===== src/rtl/obstacle_animator.sv =====
// Animates one rectangular obstacle moving right-to-left across the VGA frame.
// It erases and redraws the obstacle through the vga_adapter pixel port and respawns it at a pseudo-random row.
module obstacle_animator #(
    parameter int unsigned OBJ_W     = 4,
    parameter int unsigned OBJ_H     = 4,
    parameter int unsigned SCREEN_W  = 160,
    parameter int unsigned SCREEN_H  = 120,
    parameter int unsigned STEP      = 1,
    parameter int unsigned FRAME_DIV = 833333,
    parameter logic [2:0]  COLOUR    = 3'b111,
    parameter logic [2:0]  BG        = 3'b000,
    parameter logic [9:0]  SEED      = 10'h094
) (
    input  logic       clk,
    input  logic       resetn,
    input  logic       go,
    output logic [7:0] x,
    output logic [6:0] y,
    output logic [2:0] colour,
    output logic       plot,
    output logic [7:0] obj_x,
    output logic [6:0] obj_y,
    output logic       passed,
    output logic       busy
);

    localparam int unsigned XW = 8;
    localparam int unsigned YW = 7;
    localparam int unsigned PW = 4;
    localparam int unsigned LW = 10;
    localparam int unsigned CW = (FRAME_DIV > 1) ? $clog2(FRAME_DIV) : 1;

    localparam logic [XW-1:0] SPAWN_X  = XW'(SCREEN_W - OBJ_W);
    localparam logic [YW-1:0] YLIM     = YW'(SCREEN_H - OBJ_H);
    localparam logic [PW-1:0] LAST_PX  = PW'(OBJ_W - 1);
    localparam logic [PW-1:0] LAST_PY  = PW'(OBJ_H - 1);
    localparam logic [XW-1:0] STEP_X   = XW'(STEP);
    localparam logic [CW-1:0] DIV_LAST = CW'(FRAME_DIV - 1);

    typedef enum logic [2:0] {
        S_IDLE,
        S_SPAWN,
        S_DRAW,
        S_WAIT,
        S_ERASE,
        S_MOVE,
        S_EXIT
    } state_t;

    state_t          r_state;
    state_t          w_state_nxt;
    logic [CW-1:0]   r_tick_cnt;
    logic            w_tick;
    logic [LW-1:0]   r_lfsr;
    logic [LW-1:0]   w_lfsr_nxt;
    logic [PW-1:0]   r_px;
    logic [PW-1:0]   r_py;
    logic [PW-1:0]   w_px_nxt;
    logic [PW-1:0]   w_py_nxt;
    logic [XW-1:0]   r_obj_x;
    logic [XW-1:0]   w_obj_x_nxt;
    logic [YW-1:0]   r_obj_y;
    logic [YW-1:0]   w_obj_y_nxt;
    logic [YW-1:0]   w_rand;
    logic [YW-1:0]   w_row;
    logic            w_last_pix;

    logic [XW-1:0]   r_x;
    logic [YW-1:0]   r_y;
    logic [2:0]      r_colour;
    logic            r_plot;
    logic            r_passed;
    logic            r_busy;
    logic [XW-1:0]   w_x_nxt;
    logic [YW-1:0]   w_y_nxt;
    logic [2:0]      w_colour_nxt;
    logic            w_plot_nxt;
    logic            w_passed_nxt;

    // Free-running frame tick; only the WAIT state consumes it.
    always_ff @(posedge clk or negedge resetn) begin
        if (!resetn) begin
            r_tick_cnt <= '0;
        end else if (r_tick_cnt == DIV_LAST) begin
            r_tick_cnt <= '0;
        end else begin
            r_tick_cnt <= r_tick_cnt + CW'(1);
        end
    end

    assign w_tick = (r_tick_cnt == DIV_LAST);

    // Fold out-of-range rows back into the valid band so every spawn fits on screen.
    assign w_rand     = r_lfsr[6:0];
    assign w_row      = (w_rand <= YLIM) ? w_rand : (w_rand - (YLIM + YW'(1)));
    assign w_last_pix = (r_px == LAST_PX) && (r_py == LAST_PY);

    always_ff @(posedge clk or negedge resetn) begin
        if (!resetn) begin
            r_state <= S_IDLE;
        end else begin
            r_state <= w_state_nxt;
        end
    end

    always_comb begin
        w_state_nxt = r_state;
        w_px_nxt    = r_px;
        w_py_nxt    = r_py;
        w_obj_x_nxt = r_obj_x;
        w_obj_y_nxt = r_obj_y;
        w_lfsr_nxt  = r_lfsr;

        case (r_state)
            S_IDLE: begin
                if (go) begin
                    w_state_nxt = S_SPAWN;
                end
            end
            S_SPAWN: begin
                w_obj_x_nxt = SPAWN_X;
                w_obj_y_nxt = w_row;
                w_lfsr_nxt  = {r_lfsr[8:0], r_lfsr[9] ^ r_lfsr[6]};
                w_px_nxt    = '0;
                w_py_nxt    = '0;
                w_state_nxt = S_DRAW;
            end
            S_DRAW, S_ERASE: begin
                if (w_last_pix) begin
                    w_px_nxt = '0;
                    w_py_nxt = '0;
                    if (r_state == S_DRAW) begin
                        w_state_nxt = S_WAIT;
                    end else if (r_obj_x < STEP_X) begin
                        w_state_nxt = S_EXIT;
                    end else begin
                        w_state_nxt = S_MOVE;
                    end
                end else if (r_px == LAST_PX) begin
                    w_px_nxt = '0;
                    w_py_nxt = r_py + PW'(1);
                end else begin
                    w_px_nxt = r_px + PW'(1);
                end
            end
            S_WAIT: begin
                if (w_tick && go) begin
                    w_px_nxt    = '0;
                    w_py_nxt    = '0;
                    w_state_nxt = S_ERASE;
                end
            end
            S_MOVE: begin
                w_obj_x_nxt = r_obj_x - STEP_X;
                w_px_nxt    = '0;
                w_py_nxt    = '0;
                w_state_nxt = S_DRAW;
            end
            S_EXIT: begin
                w_state_nxt = S_SPAWN;
            end
            default: begin
                w_state_nxt = S_IDLE;
            end
        endcase
    end

    // Pixel outputs are computed from the next state so they line up with the scan registers.
    always_comb begin
        w_plot_nxt   = (w_state_nxt == S_DRAW) || (w_state_nxt == S_ERASE);
        w_passed_nxt = (w_state_nxt == S_EXIT);
        w_x_nxt      = r_x;
        w_y_nxt      = r_y;
        w_colour_nxt = r_colour;
        if (w_plot_nxt) begin
            w_x_nxt      = w_obj_x_nxt + XW'(w_px_nxt);
            w_y_nxt      = w_obj_y_nxt + YW'(w_py_nxt);
            w_colour_nxt = (w_state_nxt == S_DRAW) ? COLOUR : BG;
        end
    end

    always_ff @(posedge clk or negedge resetn) begin
        if (!resetn) begin
            r_lfsr   <= SEED;
            r_px     <= '0;
            r_py     <= '0;
            r_obj_x  <= '0;
            r_obj_y  <= '0;
            r_x      <= '0;
            r_y      <= '0;
            r_colour <= '0;
            r_plot   <= 1'b0;
            r_passed <= 1'b0;
            r_busy   <= 1'b0;
        end else begin
            r_lfsr   <= w_lfsr_nxt;
            r_px     <= w_px_nxt;
            r_py     <= w_py_nxt;
            r_obj_x  <= w_obj_x_nxt;
            r_obj_y  <= w_obj_y_nxt;
            r_x      <= w_x_nxt;
            r_y      <= w_y_nxt;
            r_colour <= w_colour_nxt;
            r_plot   <= w_plot_nxt;
            r_passed <= w_passed_nxt;
            r_busy   <= w_plot_nxt;
        end
    end

    assign x      = r_x;
    assign y      = r_y;
    assign colour = r_colour;
    assign plot   = r_plot;
    assign obj_x  = r_obj_x;
    assign obj_y  = r_obj_y;
    assign passed = r_passed;
    assign busy   = r_busy;

endmodule


===== config.mk =====
export PLATFORM = sky130hd
export DESIGN_NAME = obstacle_animator
export DESIGN_NICKNAME = d
export VERILOG_FILES = /design/src/rtl/obstacle_animator.sv
export SDC_FILE = /design/constraint.sdc
export NUM_CORES = 1
export LEC_CHECK = 0
export CORE_MARGIN = 10
export CORE_UTILIZATION = 42
export CTS_BUF_LIST = sky130_fd_sc_hd__clkbuf_8
export CTS_CLUSTER_DIAMETER = 30
export DETAILED_ROUTE_END_ITERATION = 16
export GPL_ROUTABILITY_DRIVEN = 1
export RECOVER_POWER = 25
export SETUP_SLACK_MARGIN = 0.1
export SYNTH_ARGS = -nofsm -noshare
export SYNTH_HDL_FRONTEND = slang
export SYNTH_SLANG_ARGS = --single-unit

===== constraint.sdc =====
create_clock -name clk -period 3.9 [get_ports clk]
set_input_delay 0.39 -clock clk [delete_from_list [all_inputs] [get_ports clk]]
set_output_delay 0.39 -clock clk [all_outputs]
set_load 0.05 [all_outputs]

## Yosys cells after proc, flatten, opt, wreduce, memory -nomap -nowiden

Cells that the tools add are included.

- Add/sub/neg operators: 7
- Bitwise operators: 1
- Muxes and demuxes: 19
- Equality and inequality tests: 12
- Reduce and logical (&&, ||, !) cells: 6
- Magnitude comparators: 2

Operator list:

| cell | count |
|---|---|
| 4-bit two-way mux | 6 |
| 4-bit one-hot mux with 3 select lines | 2 |
| 20-bit by 1-bit adder with 20-bit output, second input constant | 1 |
| 20-bit equality test, second input constant | 1 |
| 20-bit two-way mux | 1 |
| 8-bit one-hot mux with 2 select lines | 1 |
| 3-bit equality test, second input constant | 5 |
| 3-bit two-way mux | 5 |
| 3-bit one-hot mux with 5 select lines | 1 |
| 7-bit two-way mux | 2 |
| 3-bit by 2-bit equality test with 1-bit output, second input constant | 3 |
| 4-bit by 1-bit adder with 4-bit output, second input constant | 2 |
| 8-bit by 4-bit adder with 8-bit output | 1 |
| 4-bit by 2-bit equality test with 1-bit output, second input constant | 2 |
| 8-bit by 1-bit less-than comparator with 1-bit output, second input constant | 1 |
| 8-bit by 1-bit subtractor with 8-bit output, second input constant | 1 |
| 7-bit by 4-bit adder with 7-bit output | 1 |
| 7-bit less-or-equal comparator, second input constant | 1 |
| 7-bit subtractor, second input constant | 1 |
| 2-bit OR reduction | 2 |
| 3-bit by 1-bit equality test with 1-bit output, second input constant | 1 |
| 3-bit logical NOT | 1 |
| 1-bit logical AND | 2 |
| 2-bit two-way mux | 1 |
| 2 further kinds | 2 |

- Word-level logic and storage cells: 59
- Register bits: 76
- Output and inout port bits: 36

## Depth between registers and ports, before layout

Gate-level depths: netlist of the first run.

- Word-level depth: 7
- Gate-level depth with buffers: 17
- Depth with buffers taken out: 17

## Worst setup path before layout of the first run

Ideal clock, no wire load.

- Path kind: reg-to-reg
- From: register r_tick_cnt[6]
- To: register r_y[6], in the netlist y[6]
- Required time: 3775 ps
- Cell stages (with the launch flop): 16
- Clock period less this slack: 3317 ps
- Path buffers: 0
- Arrival: 3192 ps
- Path slack: 583 ps
- Cell sequence: dfrtp_1 -> or4bb_1 -> nor3_1 -> nand3_1 -> a31o_2 -> o21bai_1 -> a21o_1 -> ha_1 -> inv_1 -> fa_1 -> inv_1 -> a21o_1 -> a21oi_1 -> a211oi_1 -> xor2_1 -> mux2_4

- Elaborated cells between the ends (all ways): 10
- Classes of those cells: add/sub: 1; eq/ne: 3; mux: 4; reduce/logical: 2

RTL lines:

| element | line | text |
|---|---|---|
| start: declaration | 52 | `logic [CW-1:0] r_tick_cnt;` |
| start signal: assignment | 87 | `r_tick_cnt <= r_tick_cnt + CW'(1);` |
| 20-bit equality test | 91 | `assign w_tick = (r_tick_cnt == DIV_LAST);` |
| 1-bit logical AND | 147 | `if (w_tick && go) begin` |
| 4-bit two-way mux | 147 |  |
| 4-bit one-hot mux with 3 select lines | 114 | `case (r_state)` |
| via w_py_nxt[0] | 59 | `logic [PW-1:0] w_py_nxt;` |
| 7-bit by 4-bit adder with 7-bit output | 177 | `w_y_nxt = w_obj_y_nxt + YW'(w_py_nxt);` |
| end signal: assignment | 202 | `r_y <= w_y_nxt;` |
| end: declaration | 69 | `logic [YW-1:0] r_y;` |

The timed path passes the listed nets, and every way through them passes these cells.
A chain may end at the register's enable or synchronous reset.

## Worst setup path in the final report of the first run

- From: register r_tick_cnt[7]
- To: register r_y[6], in the netlist y[6]

The elaborated chain is that of the path after synthesis.

==> flow_summary_export.csv, run 1 <==
group,metric,value,unit
outcome,outcome,"finished, violations left",
outcome,failed_checks,"capacitance limit, slew limit",
floorplan,coreArea,9196,um2
route,avgRoutedWirePerCell,15.29,um
yosys,synth-edff-count,0,
pwr,switching_share,36.16,%
timing,max_freq,284.6,MHz
yosys,avgSynthCellArea,10.11,um2
route,wirelength,8.318,mm
pwr,switchingPower,0.0007930,W
placement,io_buffers,38,
global_route,grt_pass1_wl,14.10,mm
floorplan,fp-row-count,35,
timing,slew-limit-headroom,-23.17,%
pwr,seqPwrFrac,41.8,%
setup_path,slowest_delay,550,ps
yosys,syn_area,3965,um2
yosys,synth_ff_type,"dfrtp_1",
setup_path,cp_top_family,"compound AO/OA/AOI/OAI gates",
cts,cts_tree,"yes",
pwr,internal-power,0.001400,W
route,first_pass_iters,5,
global_route,grt_pass1_vias,2939,
timing,final_hold_viol_count,0,
floorplan,die_area,13730,um2
pwr,power.share.clock,27.2,%
placement,placed_area,4431,um2
setup_path,crit_type,"flip-flop to flip-flop",
yosys,mappedNetlistNets,411,
global_route,grt_use_total,12.87,%
final_layout,finalNonFillerCells,544,
yosys,ys_warn_count,0,
setup_path,path_max_fanout,7,
timing,rsz0062_at_grt,"no",
final_layout,drive_above_1_share,13.39,%
route,via_count,2852,
cts,cts-buffers-inserted,9,
yosys,ys_seq_area_share,46.80,%
timing,setup_violations,0,
timing,fin_crit_sh,90.10,%
route,antenna_left,0,
yosys,yosys-top-cells-area,"dfrtp_1 (45%), nand2_1 (4.6%), ha_1 (4.4%)",
setup_path,path_buf_inv,2,
cts,clkLatencyLatePin,350,ps
global_route,overflow,0,
yosys,synth_top_area_share,44.81,%
timing,fin_crit,3514,ps
cts,clk_pin_slew,80,ps
global_route,grt_max_degree,75,
cts,cts_sinks,74,
pwr,leakagePower,2.074,nW
timing,fin_setup_tns,0,ps
timing,tightest_slew,1847,ps
cts,clockBufferDepth,2,
cts,htree_levels,3,
route,drc,0,
global_route,antenna_found_initial,0,
pwr,power,0.002193,W
setup_path,cp-start-kind,"flip-flop",
cts,clockRootBuffer,"clkbuf_8",
setup_path,cp-end-kind,"flip-flop",
yosys,syn_inst,392,
yosys,yosysUniqueCellTypes,63,
floorplan,io_pins,39,
pwr,power_density,473.1,nW/um2
timing,clock_skew,11.95,ps
placement,dpl.hpwl,5.965,mm
pwr,pwr-share-comb,31.0,%
route,drt_iter0_drc,138,
floorplan,die_w,117.2,um
setup_path,worst_path_max_delay_cell,"or4_1",
yosys,async_flop_share,100.0,%
placement,post-place-cells,528,
hold_path,hold_path_class,"flip-flop to flip-flop",
yosys,ys_ff_latch,74,
final_layout,fin_nets,447,
run,maxCapViolations,1,
setup_path,cp.arrival,3760,ps
pwr,ir_drop,206.3,uV
timing,drv_slew,75,
route,drt-vias-per-instance,5.243,
final_layout,finish.instance_area,4636,um2
yosys,yosys.area.top_type,"dfrtp_1",
final_layout,area_growth,16.91,%
floorplan,initial_core_util,43.12,%
setup_path,critical_path.cell_chain,"or4_1, nor3_2, nand3_2, a31o_2, o21bai_1, a21o_1, ha_1, inv_1, fa_1, inv_1, a21o_1, a21oi_2, a211oi_1, xor2_1, mux2_4",
placement,routabilityCongestion,0.7992,
final_layout,n_antenna_cell,0,
setup_path,worst_ep_required_time,4140,ps
floorplan,die_y,117.2,um
## layer usage
| metal | routed length (um) | GRT usage [%] | vias to the layer above |
|---|---|---|---|
| met2 | 4086 | 21.18 | 40 |
| met5 | 0 | 0 | - |
| li1 | - | - | 1432 |
| met4 | 99 | 4.119 | 0 |
| met1 | 3747 | 16.02 | 1370 |
| met3 | 385 | 3.517 | 10 |
## worst reg2reg max path, stage by stage (launching register included)
cell      delay (ps)
dfrtp_1          420
or4_1            550
nor3_2           160
nand3_2          160
a31o_2           340
o21bai_1         200
a21o_1           240
ha_1             210
inv_1             70
fa_1             200
inv_1             50
a21o_1           160
a21oi_2          180
a211oi_1          80
xor2_1           150
mux2_4           260
## power groups by stage
stage / sequential [W] / clock (W) / combinational (W)
2_1_floorplan: 0.00109 / 0 / 0.000349
3_3_place_gp: 0.000930 / 0 / 0.000685
3_5_place_dp: 0.000931 / 0 / 0.000693
4_1_cts: 0.000917 / 0.000617 / 0.000694
5_1_grt: 0.000933 / 0.000650 / 0.000751
6_report: 0.000917 / 0.000596 / 0.000681
## worst paths after layout
check	start	end	slack, ps	cells past startpoint
max	r_tick_cnt[7]	y[6]	390	15
min	r_lfsr[7]	r_lfsr[7]	460	2
max reg2reg	r_tick_cnt[7]	y[6]	390	15
min reg2reg	r_lfsr[7]	r_lfsr[7]	460	2
max in group asynchronous	resetn	y[3]	2270	1
min in group asynchronous	resetn	x[5]	540	1
## flip-flops by register name (all words and copies together), names as in the netlist, 4 cells and up
name,flops
y,7
r_lfsr,10
obj_x,8
x,8
r_tick_cnt,20
r_px,4
obj_y,7
r_py,4
## synthesized netlist by cell type, types with 11 or more instances
master / number
ha_1: 14
o21ai_0: 24
nand2_1: 49
nand3_1: 16
xnor2_1: 17
clkbuf_1: 11
dfrtp_1: 71
nor2b_1: 12
nor2_1: 31
xor2_1: 14
inv_1: 16
## timing repair
item,4_1_cts,5_1_grt
gates resized for setup,0,3
endpoints found under the setup margin,0,3
setup buffers,0,0
hold buffers,0,0
## cell usage in the layout (no fill, tap or decap), types with 7 or more instances in the layout
master | netlist | final
clkdlybuf4s50_1 | 0 | 37
nor2_1 | 31 | 31
clkbuf_8 | 0 | 9
nand2_1 | 49 | 49
nand3_1 | 16 | 15
mux2_4 | 7 | 7
ha_1 | 14 | 14
xnor2_1 | 17 | 17
xor2_1 | 14 | 14
o21ai_0 | 24 | 24
dfrtp_1 | 71 | 71
nand2b_1 | 7 | 7
inv_1 | 16 | 16
nor2b_1 | 12 | 12
## cells by family (layout without fill, tap and decap cells)
group                    after synthesis  in the layout  synth area share [%]
XOR/XNOR                              31             31                 6.848
buffers and inverters                 34             75                 3.755
AO/OA/AOI/OAI                         66             66                 11.14
AND/OR/NAND/NOR                      154            154                 20.67
adder cells (fa/ha/maj)               16             16                 5.428
flip-flops                            74             74                 46.80
multiplexers                          17             17                 5.364
## stage by stage
| stage | util [%] | hold WS (ps) | setup WS (ps) |
|---|---|---|---|
| finish | 50.41 | 458.9 | 386.3 |
| global route | 50.41 | 472.8 | 127.0 |
| detailed placement | 48.18 | 449.7 | 251.7 |
| CTS | 50.29 | 216.5 | 251.1 |
| global placement | 48.18 | 449.7 | 374.3 |
| floorplan | - | 94.41 | 582.9 |
## cell type report
type / count / area [um2]
Timing Repair Buffer: 43 / 412.9
Multi-Input combinational cell: 284 / 1974
Tap cell: 111 / 138.9
Inverter: 16 / 60.06
Fill cell: 834 / 4561
Sequential cell: 74 / 1856
Clock inverter: 7 / 70.07
Clock buffer: 9 / 123.9
Power figures use the tool's default switching activity.
==> inputs of run 2 (changes only) <==
ABC_CLOCK_PERIOD_IN_PS = 3900   (was default)
==> results of run 2 <==
Final layout, timing and power as in run 1 (identical DEF).
